--- config.mk ---
export PLATFORM = sky130hd
export DESIGN_NAME = cf_sweep_ctrl
export DESIGN_NICKNAME = d
export VERILOG_FILES = /design/src/rtl/cf_sweep_ctrl.sv
export SDC_FILE = /design/constraint.sdc
export NUM_CORES = 1
export LEC_CHECK = 0
export CORE_MARGIN = 1.5
export CORE_UTILIZATION = 54
export DETAILED_ROUTE_END_ITERATION = 10
export PLACE_DENSITY = 0.84
export SYNTH_ARGS = -nofsm -noshare
export SYNTH_HDL_FRONTEND = slang
export SYNTH_SLANG_ARGS = --single-unit
--- constraint.sdc ---
create_clock -name clk -period 4.55 [get_ports clk]
set_clock_uncertainty 0.15 [all_clocks]
set_input_delay 0.91 -clock clk [delete_from_list [all_inputs] [get_ports clk]]
set_output_delay 0.91 -clock clk [all_outputs]
set_load 0.02 [all_outputs]
--- src/rtl/cf_sweep_ctrl.sv ---
// Exhaustive input sweeper for a combinational CF_* function unit: builds truth table and minterm count.
// Optional self-check against an expected table when CF_SWEEP_CHECK_EN is defined.
module cf_sweep_ctrl #(
   parameter int NVARS  = 5,
   parameter int SETTLE = 1
) (
   input  logic                  clk,
   input  logic                  rst,
   input  logic                  start_i,
   input  logic                  abort_i,
   input  logic                  y_i,
`ifdef CF_SWEEP_CHECK_EN
   input  logic [2**NVARS-1:0]   exp_tt_i,
   output logic                  match_o,
   output logic [NVARS-1:0]      first_err_o,
`endif
   output logic [NVARS-1:0]      vec_o,
   output logic                  busy_o,
   output logic                  done_o,
   output logic [2**NVARS-1:0]   tt_o,
   output logic [NVARS:0]        ones_o
);

   localparam int NTT = 2**NVARS;
   localparam logic [3:0]       CNT_INIT = 4'(SETTLE - 1);
   localparam logic [NVARS-1:0] VEC_ONE  = NVARS'(1);
   localparam logic [NVARS-1:0] VEC_LAST = '1;

   typedef enum logic [1:0] {S_IDLE, S_SETTLE, S_SAMPLE, S_DONE} state_t;

   state_t               r_state, w_nxt;
   logic [NVARS-1:0]     r_vec;
   logic [3:0]           r_cnt;
   logic [NTT-1:0]       r_tt, w_tt_nxt;
   logic [NVARS:0]       r_ones;
   logic                 w_accept, w_capture, w_last;
   logic                 w_busy, w_done;

   assign w_last = (r_vec == VEC_LAST);

   always_ff @(posedge clk) begin
      if (rst) r_state <= S_IDLE;
      else     r_state <= w_nxt;
   end

   // Abort outranks both a pending start and a same-cycle capture.
   always_comb begin
      w_nxt     = r_state;
      w_accept  = 1'b0;
      w_capture = 1'b0;
      w_busy    = 1'b0;
      w_done    = 1'b0;
      case (r_state)
         S_IDLE: begin
            if (start_i && !abort_i) begin
               w_accept = 1'b1;
               w_nxt    = S_SETTLE;
            end
         end
         S_SETTLE: begin
            w_busy = 1'b1;
            if (abort_i)            w_nxt = S_IDLE;
            else if (r_cnt == 4'd0) w_nxt = S_SAMPLE;
         end
         S_SAMPLE: begin
            w_busy = 1'b1;
            if (abort_i) w_nxt = S_IDLE;
            else begin
               w_capture = 1'b1;
               w_nxt     = w_last ? S_DONE : S_SETTLE;
            end
         end
         S_DONE: begin
            w_done = 1'b1;
            w_nxt  = S_IDLE;
         end
         default: w_nxt = S_IDLE;
      endcase
   end

   always_comb begin
      w_tt_nxt        = r_tt;
      w_tt_nxt[r_vec] = y_i;
   end

   always_ff @(posedge clk) begin
      if (rst) begin
         r_vec  <= '0;
         r_cnt  <= '0;
         r_tt   <= '0;
         r_ones <= '0;
      end else if (w_accept) begin
         r_vec  <= '0;
         r_cnt  <= CNT_INIT;
         r_tt   <= '0;
         r_ones <= '0;
      end else if (w_busy && abort_i) begin
         r_vec <= '0;
         r_cnt <= '0;
      end else if (w_capture) begin
         r_tt   <= w_tt_nxt;
         r_ones <= r_ones + {{NVARS{1'b0}}, y_i};
         if (!w_last) begin
            r_vec <= r_vec + VEC_ONE;
            r_cnt <= CNT_INIT;
         end
      end else if (r_state == S_SETTLE && r_cnt != 4'd0) begin
         r_cnt <= r_cnt - 4'd1;
      end
   end

`ifdef CF_SWEEP_CHECK_EN
   logic [NTT-1:0]   r_exp, w_diff;
   logic [NVARS-1:0] w_ferr;
   logic             r_match;
   logic [NVARS-1:0] r_ferr;

   // Lowest differing index: scan down so the smallest set bit wins.
   always_comb begin
      w_diff = w_tt_nxt ^ r_exp;
      w_ferr = '0;
      for (int i = NTT - 1; i >= 0; i--)
         if (w_diff[i]) w_ferr = NVARS'(i);
   end

   // Verdict is registered on the final capture so it is already valid in DONE.
   always_ff @(posedge clk) begin
      if (rst) begin
         r_exp   <= '0;
         r_match <= 1'b0;
         r_ferr  <= '0;
      end else if (w_accept) begin
         r_exp   <= exp_tt_i;
         r_match <= 1'b0;
         r_ferr  <= '0;
      end else if (w_capture && w_last) begin
         r_match <= (w_diff == '0);
         r_ferr  <= w_ferr;
      end
   end

   assign match_o     = r_match;
   assign first_err_o = r_ferr;
`endif

   assign vec_o  = r_vec;
   assign busy_o = w_busy;
   assign done_o = w_done;
   assign tt_o   = r_tt;
   assign ones_o = r_ones;

endmodule

# --- Word level (Yosys, flattened, before mapping) ---
# Index checks and enable logic that the tools add are counted.
word_totals:
  elab_cells: 53
  register_bits: 49
op_classes:
  add_sub_neg: 3
  reduce_logical: 16
  order_cmp: 2
  eq_ne: 7
  bitwise: 2
  mux: 18
ops:
  columns: ["op", "count"]
  rows:
  - ["$bwmux 32", 1]
  - ["$mux 4", 3]
  - ["$mux 2", 5]
  - ["$pmux 2 s4", 1]
  - ["$reduce_and 2->1", 4]
  - ["$mux 1", 7]
  - ["$add 6x1->6", 1]
  - ["$lt 5x6->1 const B", 1]
  - ["$add 5x1->5 const B", 1]
  - ["$demux 1 s5", 1]
  - ["$eq 5x5->1 const B", 1]
  - ["$ge 5x1->1 const B", 1]
  - ["$eq 2x2->1 const B", 2]
  - ["$logic_and 1x1->1", 4]
  - ["$logic_not 4->1", 1]
  - ["$ne 2x2->1 const B", 2]
  - ["$reduce_bool 4->1", 1]
  - ["$reduce_or 2->1", 2]
  - ["$sub 4x1->4 const B", 1]
  - ["$ne 3x3->1 const B", 1]
  - ["$reduce_or 3->1", 1]
  - ["$eq 2x1->1 const B", 1]
  - ["$logic_not 2->1", 1]
  - ["$not 1->1", 2]
  - ["other kinds (2)", 2]

# --- Depth between registers and ports, before layout ---
# Gate-level depths: netlist of the first run.
logic_depth:
  ltp_word: 6
  mapped_depth: 8
  ltp_nobuf: 7

# --- Least setup slack after synthesis of the first run ---
# No wires, ideal clock.
synth_timing:
  path_type: "register to register"
  start: "reg r_vec[0] (netlist: vec_o[0])"
  end: "reg r_vec[3] (netlist: vec_o[3])"
  slack_ns: 2.462
  setup_ns: 0.124
  period_less_slack_ns: 2.088
  required_time_ns: 4.276
  path_stages_with_launch: 8
  t_arrival_ns: 1.814
  cell_sequence: "dfxtp_1 -> ha_1 -> and3_1 -> ha_1 -> nor3b_2 -> nand4_1 -> xor2_1 -> nor2_1"
synth_between:
  elab_chain_cells: 3
synth_lines:
  columns: ["item", "line", "rtl"]
  rows:
  - ["from (decl)", "32", "logic [NVARS-1:0] r_vec;"]
  - ["from (signal assigned)", "104", "r_vec <= r_vec + VEC_ONE;"]
  - ["branches (longest 3 deep; another with $add 5x1->5)", null, null]
# Several ways; the timed one is not identified.
# A chain may end at the register's enable or synchronous reset.

# --- Worst setup path in the final report of the first run ---
layout_timing:
  start: "reg r_state[0]"
  end: "out busy_o"
layout_between:
  elab_chain_cells: 3
layout_lines:
  columns: ["item", "line", "rtl"]
  rows:
  - ["from (decl)", "31", "state_t r_state, w_nxt;"]
  - ["from (signal assigned)", "43", "else r_state <= w_nxt;"]
  - ["$eq 2x1->1 or $eq 2x2->1 (tied branches)", "53", "case (r_state)"]
  - ["$reduce_or 2->1 (no line) *", null, null]
  - ["$mux 1 *", "53", null]
  - ["to (decl)", "18", "output logic busy_o,"]
# Mark *: on every way between the ends. The rest lies on a longest branch, timed or not.

==> results.sh, run 1 <==
export IMPL_outcome="finished clean"
export IMPL_crit_path_cell_trace="inv_1, ha_1, clkdlybuf4s50_1"
export IMPL_synth_cell_area_sq_mm=0.00236
export IMPL_startpoint="r_state[0]$_SDFFE_PP0P_"
export IMPL_vias=2118
export IMPL_dr_pass1_iters=4
export IMPL_slowest_stage="clkdlybuf4s50_1"
export IMPL_antenna_found_initial=0
export IMPL_cts_setup_buffers=0
export IMPL_hold_buffers=0
export IMPL_synth_seq_cells=49
export IMPL_fillCellCount=347
export IMPL_cts_buffer_depth=2
export IMPL_grtUsageTotal_pct=22.5
export IMPL_drv_slew=0
export IMPL_ant_nets=0
export IMPL_numCtsBuffers=5
export IMPL_nets=352
export IMPL_vias_per_cell=5.52
export IMPL_htreeDepth=2
export IMPL_core_sq_mm=0.00412
export IMPL_intPower_w=0.000571
export IMPL_cp_max_fo=4
export IMPL_grt_pass1_wl_mm=8.83
export IMPL_grt_overflow=0
export IMPL_relSlewSlack_pct=65.1
export IMPL_placed_area_sq_mm=0.00286
export IMPL_ys_types=34
export IMPL_synth_top_family_by_area="simple AND/OR/NAND/NOR gates"
export IMPL_power_density_mw_per_mm2=254
export IMPL_instances_no_fill=384
export IMPL_num_antenna_cells=0
export IMPL_hold_path_class="reg2reg"
export IMPL_wl_per_cell_um=13.9
export IMPL_cts_tree="built"
export IMPL_drtIter0Drc=189
export IMPL_pwr_share_clk_pct=35.8
export IMPL_crit_path_max_incr_delay_ps=600
export IMPL_worstReg2RegStart="vec_o[0]$_SDFFE_PP0P_"
export IMPL_vdd_drop_max_v=0.000192
export IMPL_numPortBuffers=49
export IMPL_cp_required_ps=3490
export IMPL_finalCriticalPeriod_ps=2760
export IMPL_period_share_pct=60.6
export IMPL_setup_tns_ps=0
export IMPL_rows=23
export IMPL_io_pins=50
export IMPL_dp_cells=376
export IMPL_clock_latency_ps=300
export IMPL_power_w=0.000751
export IMPL_syn_to_final_growth_pct=25.1
export IMPL_cp_num_buf_inv=2
export IMPL_switching_share_pct=24.0
export IMPL_initial_core_util_pct=57.5
export IMPL_synthSimpleGateAreaFrac_pct=26.9
export IMPL_crit_type="reg2out"
export IMPL_grt_pass1_vias=1872
export IMPL_synth_xor_area_share_pct=2.59
export IMPL_comb_power_share_pct=6.7
export IMPL_die_area_sq_mm=0.00479
export IMPL_cp_top_family="buffers and inverters"
export IMPL_crit_arrival_ps=1700
export IMPL_min_from="tt_o[7]$_SDFFE_PP0P_"
export IMPL_dieWidth_um=69.2
export IMPL_crit_path_end_kind="output pin"
export IMPL_synth_compound_area_share_pct=16.6
export IMPL_max_cap_violations=0
export IMPL_clk_pin_slew_ps=90
export IMPL_setup_viol=0
export IMPL_syn_nets=311
export IMPL_netlist_instances=292
export IMPL_synth_avg_cell_area_sq_um=8.10
export IMPL_synth_fa_ha_area_share_pct=7.41
export IMPL_cts_num_sinks=49
export IMPL_hold_viol_final=0
export IMPL_mostFrequentLayoutCells="clkdlybuf4s50_1 (49), dfxtp_1 (49), nand2_1 (48)"
export IMPL_root_buffer="clkbuf_8"
export IMPL_yosysSeqAreaShare_pct=41.5
export IMPL_routed_wl_mm=5.33
export IMPL_fin_util_pct=71.9
export IMPL_p_seq_share_pct=57.5
export IMPL_ys_warn_count=0
export IMPL_yosys_mux_area_fraction_pct=0.899
export IMPL_leakage_nw=0.993
export IMPL_cts_resized=0
export IMPL_tightestPinTransition_ps=521
export IMPL_drc=0
export IMPL_die_h_um=69.2
export IMPL_drive_above_1_share_pct=5.99
export IMPL_gp_congestion=0.816
export IMPL_fmax_mhz=363
export IMPL_grt_max_degree=39
export IMPL_start_kind="register"
export IMPL_power_switching_w=0.000180
export IMPL_fin_area_sq_mm=0.00296
export IMPL_dpl_hpwl_mm=3.64
export IMPL_rsz0062_at_grt="no"
path summary, 6_finish.rpt:
| path | to | slack, ps | cells past startpoint |
|---|---|---|---|
| worst min-delay path | tt_o[7]$_SDFFE_PP0P_ | 310 | 2 |
| worst max register to register | vec_o[3]$_SDFFE_PP0P_ | 2350 | 7 |
| worst max-delay path | busy_o | 1790 | 3 |
| worst min register to register | tt_o[7]$_SDFFE_PP0P_ | 310 | 2 |
area by class of cell:
class | instances | area, sq um | share of cell area [%]
multi-input cells | 219 | 1290 | 43.5
flip-flops and latches | 49 | 981 | 33.2
repair buffers | 51 | 505 | 17.1
clock buffers | 6 | 82.6 | 2.79
well taps | 50 | 62.6 | 2.12
inverters | 7 | 26.3 | 0.888
clock inverters | 2 | 13.8 | 0.465
state kept, by name (all words and copies together), names as in the netlist:
signal	count
ones_o	6
tt_o	32
r_state	2
vec_o	5
r_cnt	4
cells by family (layout without fill, tap and decap cells):
family / after synthesis / after routing
flops: 49 / 49
simple gates: 127 / 127
fa+ha+maj: 14 / 14
mux: 2 / 2
xor+xnor: 7 / 7
compound gates: 69 / 69
buf+inv: 24 / 66
layer usage:
| metal | GRT usage (%) | wire [um] | share of wire, % | vias up |
|---|---|---|---|---|
| li1 | - | - | - | 1086 |
| met1 | 30.2 | 2420 | 45 | 954 |
| met2 | 36.2 | 2530 | 47 | 71 |
| met3 | 4.22 | 314 | 5.9 | 7 |
| met4 | 8.28 | 74 | 1.4 | 0 |
| met5 | 0 | 0 | 0 | - |
worst min-delay path, cell delays in order, from the launching register on:
cell,delay [ps]
dfxtp_1,320
nand2_1,50
a21oi_1,50
through the flow:
| step | setup WS [ps] | hold slack [ps] |
|---|---|---|
| 4_1_cts | 1790 | 309 |
| 5_1_grt | 1740 | 323 |
| 3_3_place_gp | 1660 | 293 |
| 2_1_floorplan | 2460 | 290 |
| 3_5_place_dp | 1600 | 296 |
| 6_report | 1790 | 309 |
synthesized netlist by cell type:
library cell	count	share of area, %
dfxtp_1	49	41
nand2_1	48	7.6
a21oi_1	39	8.3
nand3_1	23	4.9
nor2_1	23	3.7
o21ai_0	23	4.9
ha_1	14	7.4
clkbuf_1	10	1.6
inv_1	7	1.1
nand3b_1	7	2.2
xor2_1	6	2.2
nand4_1	5	1.3
and3b_1	4	1.5
nor3b_2	4	2.1
and3_1	3	0.79
buf_1	3	0.48
buf_2	3	0.63
nand2b_1	3	0.79
nor3_1	2	0.42
or3_1	2	0.53
a211oi_1	1	0.32
a211oi_2	1	0.53
a31oi_1	1	0.26
a31oi_4	1	0.90
a32oi_2	1	0.69
a41oi_1	1	0.37
buf_4	1	0.32
mux2_2	1	0.48
mux2i_1	1	0.42
nor2b_1	1	0.26
o21ba_1	1	0.42
or3_2	1	0.32
or3b_4	1	0.48
xnor2_1	1	0.37
power by group through the flow:
| stage | registers, W | logic (W) | clock network (W) |
|---|---|---|---|
| floorplan | 0.000442 | 0.0000355 | 0 |
| global placement | 0.000442 | 0.0000493 | 0 |
| detailed placement | 0.000442 | 0.0000502 | 0 |
| CTS | 0.000432 | 0.0000504 | 0.000272 |
| global route | 0.000432 | 0.0000552 | 0.000283 |
| finish | 0.000432 | 0.0000505 | 0.000269 |
Note: power is estimated with default switching activity, not from simulation.
==> run 2, diff against run 1 <==
CORE_UTILIZATION = 51   (was 54)
PLACE_DENSITY = 0.8   (was 0.84)
clock period = 2.7 ns   (was 4.55 ns; I/O delays follow)
==> results.sh, run 2 (same netlist as run 1, synthesis figures left out) <==
export IMPL_outcome="finished clean"
export IMPL_mostFrequentLayoutCells="clkdlybuf4s50_1 (49), dfxtp_1 (49), nand2_1 (48)"
export IMPL_hold_viol_final=0
export IMPL_power_density_mw_per_mm2=451
export IMPL_cts_num_sinks=49
export IMPL_dp_cells=381
export IMPL_placed_area_sq_mm=0.00289
export IMPL_cts_tree="built"
export IMPL_root_buffer="clkbuf_8"
export IMPL_cts_resized=0
export IMPL_critical_path_endpoint="busy_o"
export IMPL_die_h_um=71.1
export IMPL_rows=24
export IMPL_ff2ff_setup_slack_ps=460
export IMPL_drive_above_1_share_pct=6.82
export IMPL_htreeDepth=2
export IMPL_start_kind="register"
export IMPL_dr_pass1_iters=4
export IMPL_leakage_nw=1.01
export IMPL_setup_slack_ps=292
export IMPL_numCtsBuffers=5
export IMPL_grt_pass1_vias=1931
export IMPL_period_share_pct=89.2
export IMPL_r2r_end="vec_o[3]$_SDFFE_PP0P_"
export IMPL_hold_buffers=0
export IMPL_wl_per_cell_um=13.7
export IMPL_drtIter0Drc=268
export IMPL_routed_wl_mm=5.32
export IMPL_instances_no_fill=389
export IMPL_startpoint="r_state[0]$_SDFFE_PP0P_"
export IMPL_largest_reg_flops=32
export IMPL_hold_path_class="reg2reg"
export IMPL_place_ws_ps=391
export IMPL_crit_path_end_kind="output pin"
export IMPL_cts_setup_buffers=0
export IMPL_grt_overflow=0
export IMPL_numPortBuffers=49
export IMPL_fmax_mhz=415
export IMPL_vias=2170
export IMPL_worstReg2RegStart="vec_o[0]$_SDFFE_PP0P_"
export IMPL_reg2regPathDepth=7
export IMPL_clk_pin_slew_ps=80
export IMPL_vias_per_cell=5.58
export IMPL_tightestPinTransition_ps=554
export IMPL_num_antenna_cells=0
export IMPL_dieWidth_um=71.1
export IMPL_initial_core_util_pct=53.6
export IMPL_crit_arrival_ps=1720
export IMPL_regArea_sq_um=981
export IMPL_setup_tns_ps=0
export IMPL_crit_type="reg2out"
export IMPL_antenna_found_initial=0
export IMPL_io_pins=50
export IMPL_dpl_hpwl_mm=3.68
export IMPL_max_cap_violations=0
export IMPL_drc=0
export IMPL_cts_buffer_depth=2
export IMPL_grt_pass1_wl_mm=8.95
export IMPL_rsz0062_at_grt="no"
export IMPL_fin_util_pct=68.1
export IMPL_finalCriticalPeriod_ps=2410
export IMPL_core_sq_mm=0.00441
export IMPL_drv_slew=0
export IMPL_vdd_drop_max_v=0.000253
export IMPL_fin_area_sq_mm=0.00301
export IMPL_clock_latency_ps=300
export IMPL_nets=355
export IMPL_syn_to_final_growth_pct=27.1
export IMPL_grt_max_degree=33
export IMPL_gp_congestion=0.787
export IMPL_relSlewSlack_pct=63.0
export IMPL_fillCellCount=373
export IMPL_setup_viol=0
export IMPL_cp_required_ps=2010
export IMPL_cp_max_fo=4
export IMPL_die_area_sq_mm=0.00505
export IMPL_multi_input_area_sq_mm=0.00129
export IMPL_grtUsageTotal_pct=21.9
export IMPL_ant_nets=0
run 2: power breakdown:
group / internal [W] / switching, W / total (W)
sequential: 0.000725 / 0.00000341 / 0.000728
clock: 0.000301 / 0.000238 / 0.000539
combinational: 0.0000323 / 0.0000578 / 0.0000901
run 2: worst min-delay path by stage:
| stage | from | end | slack (ps) | cells after the start |
|---|---|---|---|---|
| after global routing | tt_o[10]$_SDFFE_PP0P_ | tt_o[10]$_SDFFE_PP0P_ | 340 | 2 |
| after CTS | tt_o[17]$_SDFFE_PP0P_ | tt_o[17]$_SDFFE_PP0P_ | 310 | 2 |
| final | tt_o[17]$_SDFFE_PP0P_ | tt_o[17]$_SDFFE_PP0P_ | 300 | 2 |
| after floorplan | r_cnt[0]$_SDFFE_PP0P_ | r_cnt[0]$_SDFFE_PP0P_ | 290 | 2 |
| after global placement | tt_o[5]$_SDFFE_PP0P_ | tt_o[5]$_SDFFE_PP0P_ | 290 | 2 |
| after detailed placement | tt_o[17]$_SDFFE_PP0P_ | tt_o[17]$_SDFFE_PP0P_ | 300 | 2 |
run 2: metrics by stage:
step | hold WS [ps] | power, W
final | 305 | 0.00136
after global placement | 294 | 0.000833
after floorplan | 290 | 0.000804
after CTS | 309 | 0.00137
after detailed placement | 297 | 0.000835
after global routing | 336 | 0.00142
run 2: metal layers:
metal	global-route usage, %	vias up	part of all wire [%]
met5	0	-	0
met4	7.13	0	0.32
met3	5.13	2	6.1
met2	35.8	71	48
met1	28.6	1009	45
li1	-	1088	-
run 2: layout make-up:
class / count / share of cell area, %
multi-input combinational: 219 / 42.8
sequential: 49 / 32.6
timing repair buffer: 54 / 17.6
clock buffer: 6 / 2.75
tap: 52 / 2.16
clock inverter: 2 / 1.25
inverter: 7 / 0.874
run 2: worst max-delay path, cell delays in order, from the launching register on:
cell             delay (ps)
dfxtp_1                 400
inv_1                   110
ha_1                    310
clkdlybuf4s50_1         610
==> run 3, diff against run 2 <==
CTS_CLUSTER_DIAMETER = 200   (was not set)
SKIP_LAST_GASP = 1   (was not set)
==> results of run 3 <==
The final DEF is identical to that of run 2; final timing and power are the same.
